**src/rtl/cnna_acc_pkg.sv**
```systemverilog
// Shared definitions for the accumulate-and-requantize block: FSM state encoding
// and default datapath widths.
package cnna_acc_pkg;

  localparam int DEF_DIN_WIDTH  = 32;
  localparam int DEF_ACC_WIDTH  = 44;
  localparam int DEF_DOUT_WIDTH = 16;
  localparam int DEF_LEN_WIDTH  = 12;

  typedef enum logic [1:0] {
    IDLE,
    ACC,
    RND,
    OUT
  } state_t;

endpackage

```
**src/rtl/cnna_acc_reqnt_32s_16_if.sv**
```systemverilog
// Configuration, product-stream and result-stream signals of the accumulator.
// The master drives products and config; the slave (the accumulator) returns results.
interface cnna_acc_reqnt_32s_16_if
  import cnna_acc_pkg::*;
#(
  parameter int DIN_WIDTH  = DEF_DIN_WIDTH,
  parameter int DOUT_WIDTH = DEF_DOUT_WIDTH,
  parameter int LEN_WIDTH  = DEF_LEN_WIDTH
);

  logic [LEN_WIDTH-1:0]         cfg_len;
  logic [4:0]                   cfg_shift;
  logic                         cfg_relu;
  logic signed [DIN_WIDTH-1:0]  din;
  logic                         din_valid;
  logic                         din_ready;
  logic signed [DOUT_WIDTH-1:0] dout;
  logic                         dout_valid;
  logic                         dout_ready;
  logic                         busy;

  modport master (
    output cfg_len, cfg_shift, cfg_relu, din, din_valid, dout_ready,
    input  din_ready, dout, dout_valid, busy
  );

  modport slave (
    input  cfg_len, cfg_shift, cfg_relu, din, din_valid, dout_ready,
    output din_ready, dout, dout_valid, busy
  );

endinterface

```
**src/rtl/cnna_acc_requant.sv**
```systemverilog
// Combinational requantizer: round-half-up, arithmetic shift, optional ReLU,
// then saturation of the wide accumulator into the signed output range.
module cnna_acc_requant
  import cnna_acc_pkg::*;
#(
  parameter int ACC_WIDTH  = DEF_ACC_WIDTH,
  parameter int DOUT_WIDTH = DEF_DOUT_WIDTH
) (
  input  logic signed [ACC_WIDTH-1:0]  acc,
  input  logic        [4:0]            shift,
  input  logic                         relu,
  output logic signed [DOUT_WIDTH-1:0] result
);

  // One guard bit so adding the rounding bias can never wrap.
  localparam logic signed [ACC_WIDTH:0] SAT_MAX =
    {{(ACC_WIDTH-DOUT_WIDTH+2){1'b0}}, {(DOUT_WIDTH-1){1'b1}}};
  localparam logic signed [ACC_WIDTH:0] SAT_MIN = ~SAT_MAX;

  logic signed [ACC_WIDTH:0] bias;
  logic signed [ACC_WIDTH:0] wide;
  logic signed [ACC_WIDTH:0] shifted;

  always_comb begin
    // NOTE: every variable written here gets a value on every path, starting
    // with a default, so no latch can be inferred.
    result  = '0;
    bias    = ((ACC_WIDTH+1)'(1) << shift) >> 1;
    wide    = (ACC_WIDTH+1)'(acc) + bias;
    shifted = wide >>> shift;
    if (relu && shifted[ACC_WIDTH]) shifted = '0;
    if (shifted > SAT_MAX)      result = SAT_MAX[DOUT_WIDTH-1:0];
    else if (shifted < SAT_MIN) result = SAT_MIN[DOUT_WIDTH-1:0];
    else                        result = shifted[DOUT_WIDTH-1:0];
  end

endmodule

```
**src/rtl/cnna_acc_reqnt_32s_16.sv**
```systemverilog
// Windowed accumulator: sums cfg_len signed products, requantizes the sum once
// per window and holds the result until the consumer takes it.
module cnna_acc_reqnt_32s_16
  import cnna_acc_pkg::*;
#(
  parameter int DIN_WIDTH  = DEF_DIN_WIDTH,
  parameter int ACC_WIDTH  = DEF_ACC_WIDTH,
  parameter int DOUT_WIDTH = DEF_DOUT_WIDTH,
  parameter int LEN_WIDTH  = DEF_LEN_WIDTH
) (
  input  logic                   ap_clk,
  input  logic                   ap_rst,
  cnna_acc_reqnt_32s_16_if.slave bus
);

  state_t                       state, state_nxt;
  logic signed [ACC_WIDTH-1:0]  acc;
  logic        [LEN_WIDTH-1:0]  cnt;
  logic        [LEN_WIDTH-1:0]  len_q;
  logic        [LEN_WIDTH-1:0]  len_eff;
  logic        [4:0]            shift_q;
  logic                         relu_q;
  logic signed [DOUT_WIDTH-1:0] dout_q;
  logic signed [DOUT_WIDTH-1:0] requant_out;
  logic signed [DIN_WIDTH-1:0]  din_s;
  logic                         beat;

  assign din_s   = bus.din;
  assign len_eff = (bus.cfg_len == '0) ? LEN_WIDTH'(1) : bus.cfg_len;

  // Handshake outputs decode the state only, never the opposite handshake.
  assign bus.din_ready  = (state == IDLE) || (state == ACC);
  assign bus.dout_valid = (state == OUT);
  assign bus.busy       = (state != IDLE);
  assign bus.dout       = dout_q;
  assign beat           = bus.din_valid && bus.din_ready;

  always_ff @(posedge ap_clk) begin
    // NOTE: sequential state uses non-blocking assignments so every register
    // samples the pre-edge values regardless of statement order.
    if (ap_rst) state <= IDLE;
    else        state <= state_nxt;
  end

  always_comb begin
    state_nxt = state;
    unique case (state)
      IDLE:    if (beat) state_nxt = (len_eff == LEN_WIDTH'(1)) ? RND : ACC;
      ACC:     if (beat && ((cnt + LEN_WIDTH'(1)) == len_q)) state_nxt = RND;
      RND:     state_nxt = OUT;
      OUT:     if (bus.dout_ready) state_nxt = IDLE;
      default: state_nxt = IDLE;
    endcase
  end

  // Config is captured on the first beat only so mid-window changes are ignored.
  always_ff @(posedge ap_clk) begin
    if (ap_rst) begin
      acc     <= '0;
      cnt     <= '0;
      len_q   <= '0;
      shift_q <= '0;
      relu_q  <= 1'b0;
      dout_q  <= '0;
    end else begin
      unique case (state)
        IDLE: if (beat) begin
          len_q   <= len_eff;
          shift_q <= bus.cfg_shift;
          relu_q  <= bus.cfg_relu;
          acc     <= ACC_WIDTH'(din_s);
          cnt     <= LEN_WIDTH'(1);
        end
        ACC: if (beat) begin
          acc <= acc + ACC_WIDTH'(din_s);
          cnt <= cnt + LEN_WIDTH'(1);
        end
        RND:     dout_q <= requant_out;
        default: ;
      endcase
    end
  end

  cnna_acc_requant #(
    .ACC_WIDTH  (ACC_WIDTH),
    .DOUT_WIDTH (DOUT_WIDTH)
  ) u_requant (
    .acc    (acc),
    .shift  (shift_q),
    .relu   (relu_q),
    .result (requant_out)
  );

endmodule
```
**src/flat_wrapper.sv**
```systemverilog
// flat-port wrapper written by rule: the top's interface ports become plain ports
module cnna_acc_reqnt_32s_16_flat import cnna_acc_pkg::*;
#(
  parameter int DIN_WIDTH  = DEF_DIN_WIDTH,
  parameter int ACC_WIDTH  = DEF_ACC_WIDTH,
  parameter int DOUT_WIDTH = DEF_DOUT_WIDTH,
  parameter int LEN_WIDTH  = DEF_LEN_WIDTH
)
  (ap_clk, ap_rst, bus_cfg_len, bus_cfg_shift, bus_cfg_relu, bus_din, bus_din_valid, bus_dout_ready, bus_din_ready, bus_dout, bus_dout_valid, bus_busy);
  cnna_acc_reqnt_32s_16_if #(.DIN_WIDTH(DIN_WIDTH), .DOUT_WIDTH(DOUT_WIDTH), .LEN_WIDTH(LEN_WIDTH)) bus_i ();
  input  logic ap_clk;
  input  logic ap_rst;
  input wire logic [$bits(bus_i.cfg_len)-1:0] bus_cfg_len;
  input wire logic [$bits(bus_i.cfg_shift)-1:0] bus_cfg_shift;
  input wire logic [$bits(bus_i.cfg_relu)-1:0] bus_cfg_relu;
  input wire logic [$bits(bus_i.din)-1:0] bus_din;
  input wire logic [$bits(bus_i.din_valid)-1:0] bus_din_valid;
  input wire logic [$bits(bus_i.dout_ready)-1:0] bus_dout_ready;
  output wire logic [$bits(bus_i.din_ready)-1:0] bus_din_ready;
  output wire logic [$bits(bus_i.dout)-1:0] bus_dout;
  output wire logic [$bits(bus_i.dout_valid)-1:0] bus_dout_valid;
  output wire logic [$bits(bus_i.busy)-1:0] bus_busy;
  assign bus_i.cfg_len = bus_cfg_len;
  assign bus_i.cfg_shift = bus_cfg_shift;
  assign bus_i.cfg_relu = bus_cfg_relu;
  assign bus_i.din = bus_din;
  assign bus_i.din_valid = bus_din_valid;
  assign bus_i.dout_ready = bus_dout_ready;
  assign bus_din_ready = bus_i.din_ready;
  assign bus_dout = bus_i.dout;
  assign bus_dout_valid = bus_i.dout_valid;
  assign bus_busy = bus_i.busy;
  cnna_acc_reqnt_32s_16 #(.DIN_WIDTH(DIN_WIDTH), .ACC_WIDTH(ACC_WIDTH), .DOUT_WIDTH(DOUT_WIDTH), .LEN_WIDTH(LEN_WIDTH)) u_core (.ap_clk(ap_clk), .ap_rst(ap_rst), .bus(bus_i));
endmodule
```
**config.mk**
```make
export PLATFORM = sky130hd
export DESIGN_NAME = cnna_acc_reqnt_32s_16_flat
export DESIGN_NICKNAME = d
export VERILOG_FILES = /design/src/rtl/cnna_acc_pkg.sv /design/src/rtl/cnna_acc_reqnt_32s_16_if.sv /design/src/rtl/cnna_acc_requant.sv /design/src/rtl/cnna_acc_reqnt_32s_16.sv /design/src/flat_wrapper.sv
export SDC_FILE = /design/constraint.sdc
export NUM_CORES = 1
export LEC_CHECK = 0
export ABC_AREA = 1
export BUFFER_PORTS_ARGS = -buffer_cell sky130_fd_sc_hd__buf_2
export CAP_MARGIN = 20
export CORE_MARGIN = 3
export CORE_UTILIZATION = 50
export CTS_BUF_LIST = sky130_fd_sc_hd__clkbuf_4 sky130_fd_sc_hd__clkbuf_8
export DETAILED_ROUTE_END_ITERATION = 12
export GPL_TIMING_DRIVEN = 1
export PLACE_DENSITY_LB_ADDON = 0.2
export SYNTH_ARGS = -nofsm -noshare
export SYNTH_HDL_FRONTEND = slang
export SYNTH_SLANG_ARGS = --single-unit
```
**constraint.sdc**
```tcl
create_clock -name ap_clk -period 4.5 [get_ports ap_clk]
set_input_delay 0.225 -clock ap_clk [delete_from_list [all_inputs] [get_ports ap_clk]]
set_output_delay 0.225 -clock ap_clk [all_outputs]
set_load 0.01 [all_outputs]
```
* Yosys cells after proc, flatten, opt, wreduce, memory -nomap -nowiden *
Index checks and enable logic that the tools add are counted.

word-level totals
  output and inout bits = 19
  logic and storage cells = 49
  memory bits (writable) = 0
  bits in latches = 0
  register bits after elaboration = 92
  memories kept = 0
  ROM bits = 0

operators by class
  $lt $le $gt $ge = 2
  $add $sub $neg = 3
  div/mod/pow operators = 0
  multiplexer cells = 15
  $mul = 0
  reductions and logical operators = 11
  shifts and indexed selects = 2
  bitwise operators = 0
  eq/ne operators = 9

operator list
  kind                     number
  $mux W44                 2
  $pmux W44 S2             1
  $add A44 B45 Y45         1
  $gt A45 B16 Y1 const B   1
  $lt A45 B16 Y1 const B   1
  $mux W45                 1
  $shl A1 B5 Y45 const A   1
  $sshr A45 B5 Y45         1
  $add A44 B32 Y44         1
  $mux W12                 3
  $mux W16                 2
  $pmux W12 S2             1
  $add A12 B1 Y12 const B  1
  $eq A12 B1 Y1 const B    1
  $eq A12 B12 Y1           1
  $logic_not A12 Y1        1
  $mux W2                  4
  $pmux W2 S4              1
  $reduce_and A3 Y1        2
  $eq A2 B2 Y1 const B     2
  $ne A2 B1 Y1 const B     2
  $ne A2 B2 Y1 const B     2
  $reduce_bool A2 Y1       2
  $logic_and A1 B1 Y1      3
  other kinds (4)          4

* Depth between registers and ports, before layout *
Gate-level depths: netlist of the first run.

  depth after elaboration = 8
  gate-level depth with buffers = 40

* By module *
From an unflattened synthesis of the first run, not the netlist that was laid out.

second synthesis, totals
  cells, all modules = 2,557
  area, all modules = 13,675.6 µm²

modules (own cells, without submodules)
  module                 area an instance (µm²)  cells each  times used  seq. area each (µm²)
  cnna_acc_reqnt_32s_16  7,065.5                 1,147       1           1,841.8
  cnna_acc_requant       6,610.1                 1,410       1           0.0

* Least setup slack after synthesis of the first run *
OpenSTA, ideal clock, no wires.

  path type = reg2reg
  start point = reg u_core.shift_q[0]
  end point = reg u_core.dout_q[0] (netlist: u_core.bus.dout[0])
  period minus slack after synthesis = 4.282 ns
  arrival time = 4.173 ns
  data required time = 4.391 ns
  stages on the path, launching flop included = 41
  buffers on the path = 5
  path slack = 0.218 ns
  cells stage by stage = dfxtp_1 -> clkbuf_1 -> inv_1 -> clkbuf_1 -> clkbuf_1 -> clkbuf_1 -> nor2_1 -> nand2_1 -> nor2_1 -> ha_1 -> inv_1 -> fa_1 -> inv_1 -> nand3_1 -> nand2_2 -> nand2_1 -> nand2_2 -> nand2_1 -> (+5 left out) -> nand2_2 -> nand2_2 -> nand2_1 -> nand2_2 -> nand3_1 -> nand2_1 -> nand2_1 -> nand3_1 -> nand2_1 -> nor2_1 -> nand3_1 -> nor2_1 -> nand2_1 -> nand2_2 -> buf_6 -> nand3_1 -> nand2_1 -> inv_1

on the way
  cells in the longest elaborated chain, start to end = 8
  elaborated cells between the ends (all ways) = 9
  those cells by class = add/sub: 1; order compare: 2; shift: 2; mux: 3; reduce/logical: 1

ends and longest elaborated chain
  element                 RTL line                     text
  from (decl)             cnna_acc_reqnt_32s_16.sv:21  logic [4:0] shift_q;
  from (signal assigned)  cnna_acc_reqnt_32s_16.sv:69  shift_q <= bus.cfg_shift;
  $shl A1 B5 Y45          cnna_acc_requant.sv:28       bias = ((ACC_WIDTH+1)'(1) << shift) >> 1;
  $add A44 B45 Y45        cnna_acc_requant.sv:29       wide = (ACC_WIDTH+1)'(acc) + bias;
  $sshr A45 B5 Y45 *      cnna_acc_requant.sv:30       shifted = wide >>> shift;
  $logic_and A1 B1 Y1     cnna_acc_requant.sv:31       if (relu && shifted[ACC_WIDTH]) shifted = '0;
  $mux W45 *              cnna_acc_requant.sv:31
  $lt A45 B16 Y1          cnna_acc_requant.sv:33       else if (shifted < SAT_MIN) result = SAT_MIN[DOUT_WIDTH-1:0];
  $mux W16                cnna_acc_requant.sv:33
  $mux W16 *              cnna_acc_requant.sv:32       if (shifted > SAT_MAX) result = SAT_MAX[DOUT_WIDTH-1:0];
  to (signal assigned)    cnna_acc_reqnt_32s_16.sv:78  RND: dout_q <= requant_out;
  to (decl)               cnna_acc_reqnt_32s_16.sv:23  logic signed [DOUT_WIDTH-1:0] dout_q;

Every way passes the cells marked *; elsewhere a longest branch is shown, timed or not.
A chain may end at the register's enable or synchronous reset.

* Worst setup path in the final report of the first run *
  start point = reg u_core.shift_q[0]
  end point = reg u_core.dout_q[2] (netlist: u_core.bus.dout[2])

The elaborated chain is that of the path after synthesis.

==> reports/results.env, run 1 <==
CTS_TREE='built'
YOSYS_WARNINGS=0
STANDARD_CELL_WITH_THE_MAXIMUM_STAGE_DELAY_ON_THE_CRITICAL_PATH='sky130_fd_sc_hd__dfxtp_4'
DRV_SLEW=0
CRITICAL-PATH-TOP-CELL-BY-COUNT='sky130_fd_sc_hd__nand2_1'
SYNTH.FF_LATCH_COUNT=92
FIN_WORST_SKEW_NS=0.0198
ROUTE.DETAILED.DRC=0
GRT_PASS1_VIAS=13800
VIAS_PER_CELL=5.65
ANTENNA_FOUND_INITIAL=0
FINISH.NET_COUNT=2528
FLOORPLAN.ROWS=58
MAX_TRANSITION_MARGIN=0.468
PLACE.GP.CONGESTION=1.03
KIND_OF_LAUNCH_POINT_OF_THE_WORST_SETUP_PATH='register'
CTS_MADE_BUFFERS=9
COMB_POWER_SHARE=0.753
POSTLAYOUTCOREUTIL=0.566
POWER_PER_CELL_AREA_nW_PER_UM2=539
DIE-WIDTH_MICRONS=167
P_LEAK_nW=7.35
DETAIL_ROUTE.WL_PER_CELL_MICRONS=16.4
CRIT_PATH_MAX_INCR_DELAY_NS=0.40
DIE-AREA_SQ_UM=27800
SYNTH.CELL_AREA_SQ_UM=12900
CRIT_PATH_END_KIND='register'
TIMING.FINAL.HOLD_VIOLATIONS=0
TOP_CELL_TYPE_BY_TOTAL_AREA_AFTER_SYNTHESIS='sky130_fd_sc_hd__nand2_1'
OUTCOME='complete, no violations'
HOLD_START='bus_cfg_len[7]'
MAX_FREQ_MHz=232
WORSTSETUPPATHTYPE='reg2reg'
CTS_HOLD_BUF=0
ROUTED-VIA-COUNT=15400
DETAILEDROUTE.FIRSTPASSITERATIONCOUNT=6
GRT_FIRST_PASS_WIRELENGTH_MM=71.6
WORST_R2R_STARTPOINT='u_core.shift_q[0]'
LAYOUT-DRIVE-GT1-SHARE=0.137
DRT.ANTENNA.VIOLATING_NETS=0
POST-LAYOUT-TOTAL-POWER_mW=7.72
POSTSYNTHNETCOUNT=2462
SWITCHING_PWR_mW=4.48
HOLD_CLASS='in2reg'
FLOW.AREA_GROWTH_FROM_SYNTHESIS_PCT=10.8
DETAILEDPLACEMENTHPWL_MM=36.4
PLACED_CELL_AREA_SQ_UM=13800
YOSYSTOPAREACELLSHARE=0.189
P_SW_FRAC=0.580
GLOBAL_ROUTE.OVERFLOW_TOTAL=0
CP.ARRIVAL_NS=4.62
INSERTION_DELAY_OF_THE_LATER_CLOCKED_PIN_IN_THE_WORST_SKEW_PAIR_NS=0.40
LARGEST_NET_DEGREE_AT_THE_START_OF_GLOBAL_ROUTING=68
NETLIST-CELL-TYPE-COUNT=52
DESIGN.PORTCOUNT=73
DETAIL_ROUTE.WIRELENGTH_MM=44.8
STDCELL_COUNT=2728
GRT_UTIL_ALL_LAYERS=0.310
FINALCRITPERIODSHARE=0.959
DRTITER0DRC=1658
HOLD_PATH_DEPTH=3
CP_DATA_REQUIRED_TIME_NS=4.81
LAYOUT_MIN_CYCLE_TIME_NS=4.31
ANTENNA_CELLS=0
NUMBER_OF_PORT_BUFFERS=72
SYNTH_COMMON_CELLS='sky130_fd_sc_hd__nand2_1 (650), sky130_fd_sc_hd__nand3_1 (308), sky130_fd_sc_hd__inv_1 (300), sky130_fd_sc_hd__nor2_1 (208), sky130_fd_sc_hd__a21oi_1 (182)'
NUMPLACEDINSTANCES=2707
START_UTIL=0.511
DOMINANTREGCELLSYNTH='sky130_fd_sc_hd__dfxtp_1'
CLK_PIN_SLEW_NS=0.11
R2R_CELLS=31
RR_ENDPOINT='u_core.bus.dout[2]'
POST_SYNTH.CELL_AREA_AVG_SQ_UM=5.56
LAYOUT.CELL_AREA.NON_FILLER_SQ_UM=14300
CTS_MAX_LEVEL=3
SYNTHESIS.INSTANCES=2327
CORE_AREA_SQ_UM=25300
SETUP_VIOL=0
WORST-R2R-SETUP-SLACK_NS=0.19
YS_SEQ_AREA_FRAC=0.142
DRV.MAX_CAP_VIOLATION_COUNT=0
ROOT_BUFFER='sky130_fd_sc_hd__clkbuf_8'
DIE_H_MICRONS=167
CTS.SINKS=92
POST-SYNTH-TOP-COUNT-CELL='sky130_fd_sc_hd__nand2_1'
CRITICAL_PATH.MAX_FANOUT=8
YS_TOP_CELLS_BY_AREA='sky130_fd_sc_hd__nand2_1 (19%), sky130_fd_sc_hd__dfxtp_1 (14%), sky130_fd_sc_hd__nand3_1 (12%), sky130_fd_sc_hd__inv_1 (8.7%), sky130_fd_sc_hd__ha_1 (7.6%)'
ASYNCSETRESETFLOPFRACSYNTH=0
PART_OF_THE_POWER_IN_THE_CLOCK_NETWORK=0.077
POWER.SHARE.SEQUENTIAL=0.170
WORST_PIN_SLEW_NS=0.798
EDFF_COUNT_SYNTH=0
INTERNAL_PWR_TOTAL_mW=3.24
CTS_MAX_PATH_BUFFERS=2
WORST_HOLD_PATH.ENDPOINT='u_core.len_q[7]'
VDD.IR_DROP.WORST_mV=0.233
## power groups by stage
stage	Sequential [mW]	Clock [mW]	Combinational [mW]
after floorplan	1.21	0	4.05
final	1.31	0.598	5.81
after global placement	1.30	0	5.56
after detailed placement	1.30	0	5.56
after global routing	1.34	0.642	6.45
after CTS	1.29	0.613	5.58
## stage by stage
| step | TNS [ns] | worst slack, ns | hold WS [ns] |
|---|---|---|---|
| after floorplan | 0 | 0.218 | 0.360 |
| after CTS | 0 | 0.00114 | 0.0485 |
| after global placement | -0.0412 | -0.0130 | 0.452 |
| final | 0 | 0.185 | 0.0692 |
| after global routing | -0.377 | -0.0548 | 0.0853 |
| after detailed placement | 0 | 0.0298 | 0.457 |
## cell type report
class | instances | area [sq um]
inverter | 325 | 1220
clock buffer | 9 | 124
tap | 330 | 413
clock inverter | 7 | 78.8
fill | 2663 | 11000
sequential | 92 | 1850
multi-input combinational | 1822 | 9700
timing repair buffer | 143 | 933
## sequential cells by signal (all words and copies together), names as in the netlist
| signal | cells |
|---|---|
| u_core.relu_q | 1 |
| u_core.shift_q | 5 |
| u_core.acc | 44 |
| u_core.bus.dout | 16 |
| u_core.state | 2 |
| u_core.len_q | 12 |
| u_core.cnt | 12 |
## metal layers
metal | vias to the layer above | routed length (microns) | GRT usage
met2 | 622 | 19300 | 0.483
met3 | 71 | 3370 | 0.0313
met1 | 6985 | 20700 | 0.450
met5 | - | 0 | 0
met4 | 0 | 1450 | 0.101
li1 | 7737 | - | -
## placed cells by master, fill, tap and decap left out, types with 3 or more instances in the layout
cell and count:
sky130_fd_sc_hd__nand2_4 3, sky130_fd_sc_hd__nor2_2 26, sky130_fd_sc_hd__ha_1 71, sky130_fd_sc_hd__dfxtp_1 88, sky130_fd_sc_hd__nand3_2 33, sky130_fd_sc_hd__and3_1 3, sky130_fd_sc_hd__buf_4 68, sky130_fd_sc_hd__nor4_1 8
sky130_fd_sc_hd__inv_1 298, sky130_fd_sc_hd__nand3_1 296, sky130_fd_sc_hd__o21ai_0 87, sky130_fd_sc_hd__nand2_2 39, sky130_fd_sc_hd__a21o_1 3, sky130_fd_sc_hd__a21boi_0 3, sky130_fd_sc_hd__mux2i_1 5, sky130_fd_sc_hd__nor2_4 11
sky130_fd_sc_hd__o221ai_1 9, sky130_fd_sc_hd__xor2_1 37, sky130_fd_sc_hd__nor2_1 197, sky130_fd_sc_hd__clkbuf_8 9, sky130_fd_sc_hd__inv_2 24, sky130_fd_sc_hd__a21oi_2 9, sky130_fd_sc_hd__o31ai_1 3, sky130_fd_sc_hd__o211ai_1 29
sky130_fd_sc_hd__a31oi_1 15, sky130_fd_sc_hd__nor3_1 13, sky130_fd_sc_hd__o2111ai_1 12, sky130_fd_sc_hd__a21oi_1 177, sky130_fd_sc_hd__nand4_1 24, sky130_fd_sc_hd__ha_2 8, sky130_fd_sc_hd__xnor2_1 23, sky130_fd_sc_hd__buf_2 72
sky130_fd_sc_hd__a211oi_1 3, sky130_fd_sc_hd__o21a_1 8, sky130_fd_sc_hd__nand2_1 640, sky130_fd_sc_hd__or2_2 3
## critical path: cells and delay by family, from the launching register on
family / cells / cell delay, ns
adder cells (fa/ha/maj): 2 / 0.56
flip-flops: 1 / 0.40
AND/OR/NAND/NOR: 23 / 2.66
AO/OA/AOI/OAI: 2 / 0.31
buffers and inverters: 4 / 0.30
## worst max path at each step
stage          cells after the start              start  slack, ns            endpoint
2_1_floorplan                     40  u_core.shift_q[0]       0.22  u_core.bus.dout[0]
3_3_place_gp                      29  u_core.shift_q[0]      -0.01  u_core.bus.dout[2]
3_5_place_dp                      31  u_core.shift_q[0]       0.03  u_core.bus.dout[2]
4_1_cts                           31  u_core.shift_q[0]      0.001  u_core.bus.dout[2]
5_1_grt                           34  u_core.shift_q[0]      -0.05  u_core.bus.dout[5]
6_report                          31  u_core.shift_q[0]       0.19  u_core.bus.dout[2]
## timing repair
action	CTS	global route
buffers inserted	0	2
hold endpoints to repair	0	0
gates resized for setup	0	66
setup endpoints to repair	0	15
## kinds of logic (layout without fill, tap and decap cells)
group,Yosys count,count (layout),share of synthesized area
AND/OR/NAND/NOR,1304,1305,0.443
buffers and inverters,414,484,0.125
AO/OA/AOI/OAI,371,371,0.166
flip-flops,92,92,0.142
adder cells (fa/ha/maj),81,81,0.0795
XOR/XNOR,60,60,0.0406
multiplexers,5,5,0.00387
Note: power is estimated with default switching activity, not from simulation.
==> run 2, diff against run 1 <==
--- a/config.mk
+++ b/config.mk
@@ -9,7 +9,7 @@
 export BUFFER_PORTS_ARGS = -buffer_cell sky130_fd_sc_hd__buf_2
 export CAP_MARGIN = 20
 export CORE_MARGIN = 3
-export CORE_UTILIZATION = 50
+export CORE_UTILIZATION = 25
 export CTS_BUF_LIST = sky130_fd_sc_hd__clkbuf_4 sky130_fd_sc_hd__clkbuf_8
 export DETAILED_ROUTE_END_ITERATION = 12
 export GPL_TIMING_DRIVEN = 1
==> run 2 against run 1 <==
  * Clock power grew 5.9%
  * Routed wire length grew 14%
  * Largest cell class unchanged
  * Critical path depth grew 3
  * Count of clock-buffer cells in the layout up 1
  * Power increased by 2.9%
  * Final cell count grew 14%
  * Worst setup slack improved by 0.13 ns
  * Clock skew rose by 0.0011 ns
  * Combinational power increased by 3%
  * Largest power group unchanged
  * Via count shrank 2.1%
  * Utilization shrank 26 points
==> reports/results.env, run 2 (same netlist as run 1, synthesis figures left out) <==
OUTCOME='complete, no violations'  # unchanged
DRV.MAX_CAP_VIOLATION_COUNT=0  # unchanged
HOLD_CLASS='in2reg'  # unchanged
MAX_FREQ_MHz=239  # was 232 MHz
CP.ARRIVAL_NS=4.55  # was 4.62 ns
CTS_MADE_BUFFERS=9  # unchanged
CRITICAL_PATH.MAX_FANOUT=8  # unchanged
GRT_FIRST_PASS_WIRELENGTH_MM=80.3  # was 71.6 mm
CORE_AREA_SQ_UM=50600  # was 25,300 sq um
ROUTED-VIA-COUNT=15100  # was 15,400
MOSTFREQUENTLAYOUTCELL='sky130_fd_sc_hd__nand2_1'  # unchanged
INTERNAL_PWR_TOTAL_mW=3.38  # was 3.24 mW
CRITICAL-PATH-TOP-CELL-BY-COUNT='sky130_fd_sc_hd__nand2_1'  # unchanged
CRIT_PATH_END_KIND='register'  # unchanged
ROUTE.DETAILED.DRC=0  # unchanged
KIND_OF_LAUNCH_POINT_OF_THE_WORST_SETUP_PATH='register'  # unchanged
POWER.SHARE.SEQUENTIAL=0.165  # was 0.170
CTS.SINKS=92  # unchanged
STANDARD_CELL_WITH_THE_MAXIMUM_STAGE_DELAY_ON_THE_CRITICAL_PATH='sky130_fd_sc_hd__dfxtp_4'  # unchanged
PART_OF_THE_POWER_IN_THE_CLOCK_NETWORK=0.080  # was 0.077
MAX_TRANSITION_MARGIN=0.339  # was 0.468
P_SW_FRAC=0.575  # was 0.580
CTS_MAX_PATH_BUFFERS=2  # unchanged
DIE-WIDTH_MICRONS=233  # was 167 microns
DETAILEDROUTE.FIRSTPASSITERATIONCOUNT=5  # was 6
FINISH.NET_COUNT=2555  # was 2,528
SETUP_REPAIR_AFTER_GLOBAL_ROUTING_MISSED_ITS_MARGIN='yes'
GRT_PASS1_VIAS=14700  # was 13,800
HIGHEST_COUNT_CELLS_IN_THE_LAYOUT_IGNORING_FILL_AND_TAPS='sky130_fd_sc_hd__nand2_1 (633), sky130_fd_sc_hd__inv_1 (298), sky130_fd_sc_hd__nand3_1 (255)'  # was sky130_fd_sc_hd__nand2_1 (640), sky130_fd_sc_hd__inv_1 (298), sky130_fd_sc_hd__nand3_1 (296)
LARGEST-REGISTER='u_core.acc'  # unchanged
CTS_TREE='built'  # unchanged
GRT_BUSIEST_LAYER='met2'  # unchanged
DIE_H_MICRONS=233  # was 167 microns
SETUP_VIOL=0  # unchanged
FINAL.SETUP.WORST_SLACK_NS=0.320  # was 0.185 ns
CTS_MAX_LEVEL=3  # unchanged
LARGEST_REG_FLOPS=44  # unchanged
DETAIL_ROUTE.WIRELENGTH_MM=51.0  # was 44.8 mm
DIE-AREA_SQ_UM=54500  # was 27,800 sq um
CRIT_PATH_MAX_INCR_DELAY_NS=0.40  # about the same
DRT.ANTENNA.VIOLATING_NETS=0  # unchanged
START_UTIL=0.256  # was 0.511
WORST_PIN_SLEW_NS=0.991  # was 0.798 ns
FLOW.AREA_GROWTH_FROM_SYNTHESIS_PCT=17.9  # was 10.8%
VDD.IR_DROP.WORST_mV=0.141  # was 0.233 mV
LARGEST_NET_DEGREE_AT_THE_START_OF_GLOBAL_ROUTING=68  # unchanged
VIAS_PER_CELL=4.87  # was 5.65
NUMBER_OF_PORT_BUFFERS=72  # unchanged
P_LEAK_nW=7.57  # was 7.35 nW
CP_DATA_REQUIRED_TIME_NS=4.87  # was 4.81 ns
DRTITER0DRC=1000  # was 1,658
CLK_PIN_SLEW_NS=0.12  # was 0.11 ns
TIMING.FINAL.HOLD_VIOLATIONS=0  # unchanged
WORST_SETUP_SLACK_AFTER_PLACEMENT_NS=0.0494  # was 0.0298 ns
GRT.MET1_USAGE=0.242  # was 0.450
LAYOUT_MIN_CYCLE_TIME_NS=4.18  # was 4.31 ns
FIN_HOLD_WS_NS=0.0634  # was 0.0692 ns
WORSTSETUPPATHTYPE='reg2reg'  # unchanged
GLOBAL_ROUTE.OVERFLOW_TOTAL=0  # unchanged
FINALCRITPERIODSHARE=0.929  # was 0.959
FLOORPLAN.ROWS=82  # was 58
DETAIL_ROUTE.WL_PER_CELL_MICRONS=16.4  # about the same
SWITCHING_PWR_mW=4.57  # was 4.48 mW
GRT_UTIL_ALL_LAYERS=0.187  # was 0.310
DETAILEDPLACEMENTHPWL_MM=41.8  # was 36.4 mm
DESIGN.PORTCOUNT=73  # unchanged
ANTENNA_FOUND_INITIAL=1  # was 0
INSERTION_DELAY_OF_THE_LATER_CLOCKED_PIN_IN_THE_WORST_SKEW_PAIR_NS=0.46  # was 0.40 ns
POWER_PER_CELL_AREA_nW_PER_UM2=521  # was 539 nW/um^2
DRV_SLEW=0  # unchanged
MET2_USAGE=0.327  # was 0.483
USE_MET3=0.0252  # was 0.0313
PLACE.GP.CONGESTION=0.932  # was 1.03
COMB_POWER_SHARE=0.756  # was 0.753
ROOT_BUFFER='sky130_fd_sc_hd__clkbuf_8'  # unchanged
LAYOUT-DRIVE-GT1-SHARE=0.167  # was 0.137
FIN_WORST_SKEW_NS=0.0209  # was 0.0198 ns
[run 2: cell count changes in the layout (fill, tap and decap cells not counted), sizes merged]
cell and change:
diode +1, clkinv -3, clkinvlp +2, clkbuf +1, dlygate4sd3 +9, buf +18
[run 2: layout make-up]
cell class                      count  area (sq um)
Antenna cell                        1          2.50
Clock buffer                       10           138
Clock inverter                      6          55.1
Fill cell                        5717         35300
Inverter                          325          1220
Multi-Input combinational cell   1822          9950
Sequential cell                    92          1850
Tap cell                          672           841
Timing Repair Buffer              170          1200
[run 2: repair_timing]
item / 4_1_cts / 5_1_grt
gates cloned: 0 / 1
hold endpoints to repair: 9 / 0
pin swaps: 0 / 6
setup endpoints to repair: 1 / 15
hold buffers: 9 / 0
gates resized for setup: 1 / 119
setup buffers: 0 / 2
[run 2: path summary, 6_finish.rpt]
kind	slack (ns)	cells after the start	endpoint	from
setup / recovery	0.32	34	u_core.bus.dout[1]	u_core.shift_q[3]
setup reg to reg	0.32	34	u_core.bus.dout[1]	u_core.shift_q[3]
hold reg to reg	0.48	2	u_core.cnt[9]	u_core.cnt[9]
hold / removal	0.06	3	u_core.acc[0]	bus_din[0]
[run 2: critical path, delay by kind of cell, from the launching register on]
kind | cells | cell delay [ns]
buffers and inverters | 6 | 0.52
DFF | 1 | 0.40
and+or+nand+nor | 27 | 2.77
adders and majority gates | 1 | 0.34
[run 2: through the flow]
| stage | setup TNS, ns | util | instances | area, sq um | power (mW) |
|---|---|---|---|---|---|
| 3_3_place_gp | -0.318 | 0.286 | 3068 | 14400 | 7.06 |
| 3_5_place_dp | 0 | 0.286 | 3069 | 14500 | 7.05 |
| 2_1_floorplan | 0 | - | 2327 | 12900 | 5.26 |
| 6_report | 0 | 0.302 | 3098 | 15300 | 7.95 |
| 5_1_grt | -0.216 | 0.301 | 3097 | 15200 | 8.80 |
| 4_1_cts | 0 | 0.292 | 3094 | 14800 | 7.74 |
[run 2: layer usage]
metal  part of all wire  wire [microns]
met2               0.48           24400
met3              0.037            1880
met5                  0               0
met1               0.47           23700
met4              0.018             934
[run 2: power groups by stage]
| stage | Combinational, mW | Sequential [mW] | Clock (mW) |
|---|---|---|---|
| 2_1_floorplan | 4.05 | 1.21 | 0 |
| 3_3_place_gp | 5.74 | 1.31 | 0 |
| 3_5_place_dp | 5.74 | 1.32 | 0 |
| 4_1_cts | 5.77 | 1.30 | 0.675 |
| 5_1_grt | 6.78 | 1.33 | 0.689 |
| 6_report | 6.01 | 1.31 | 0.633 |
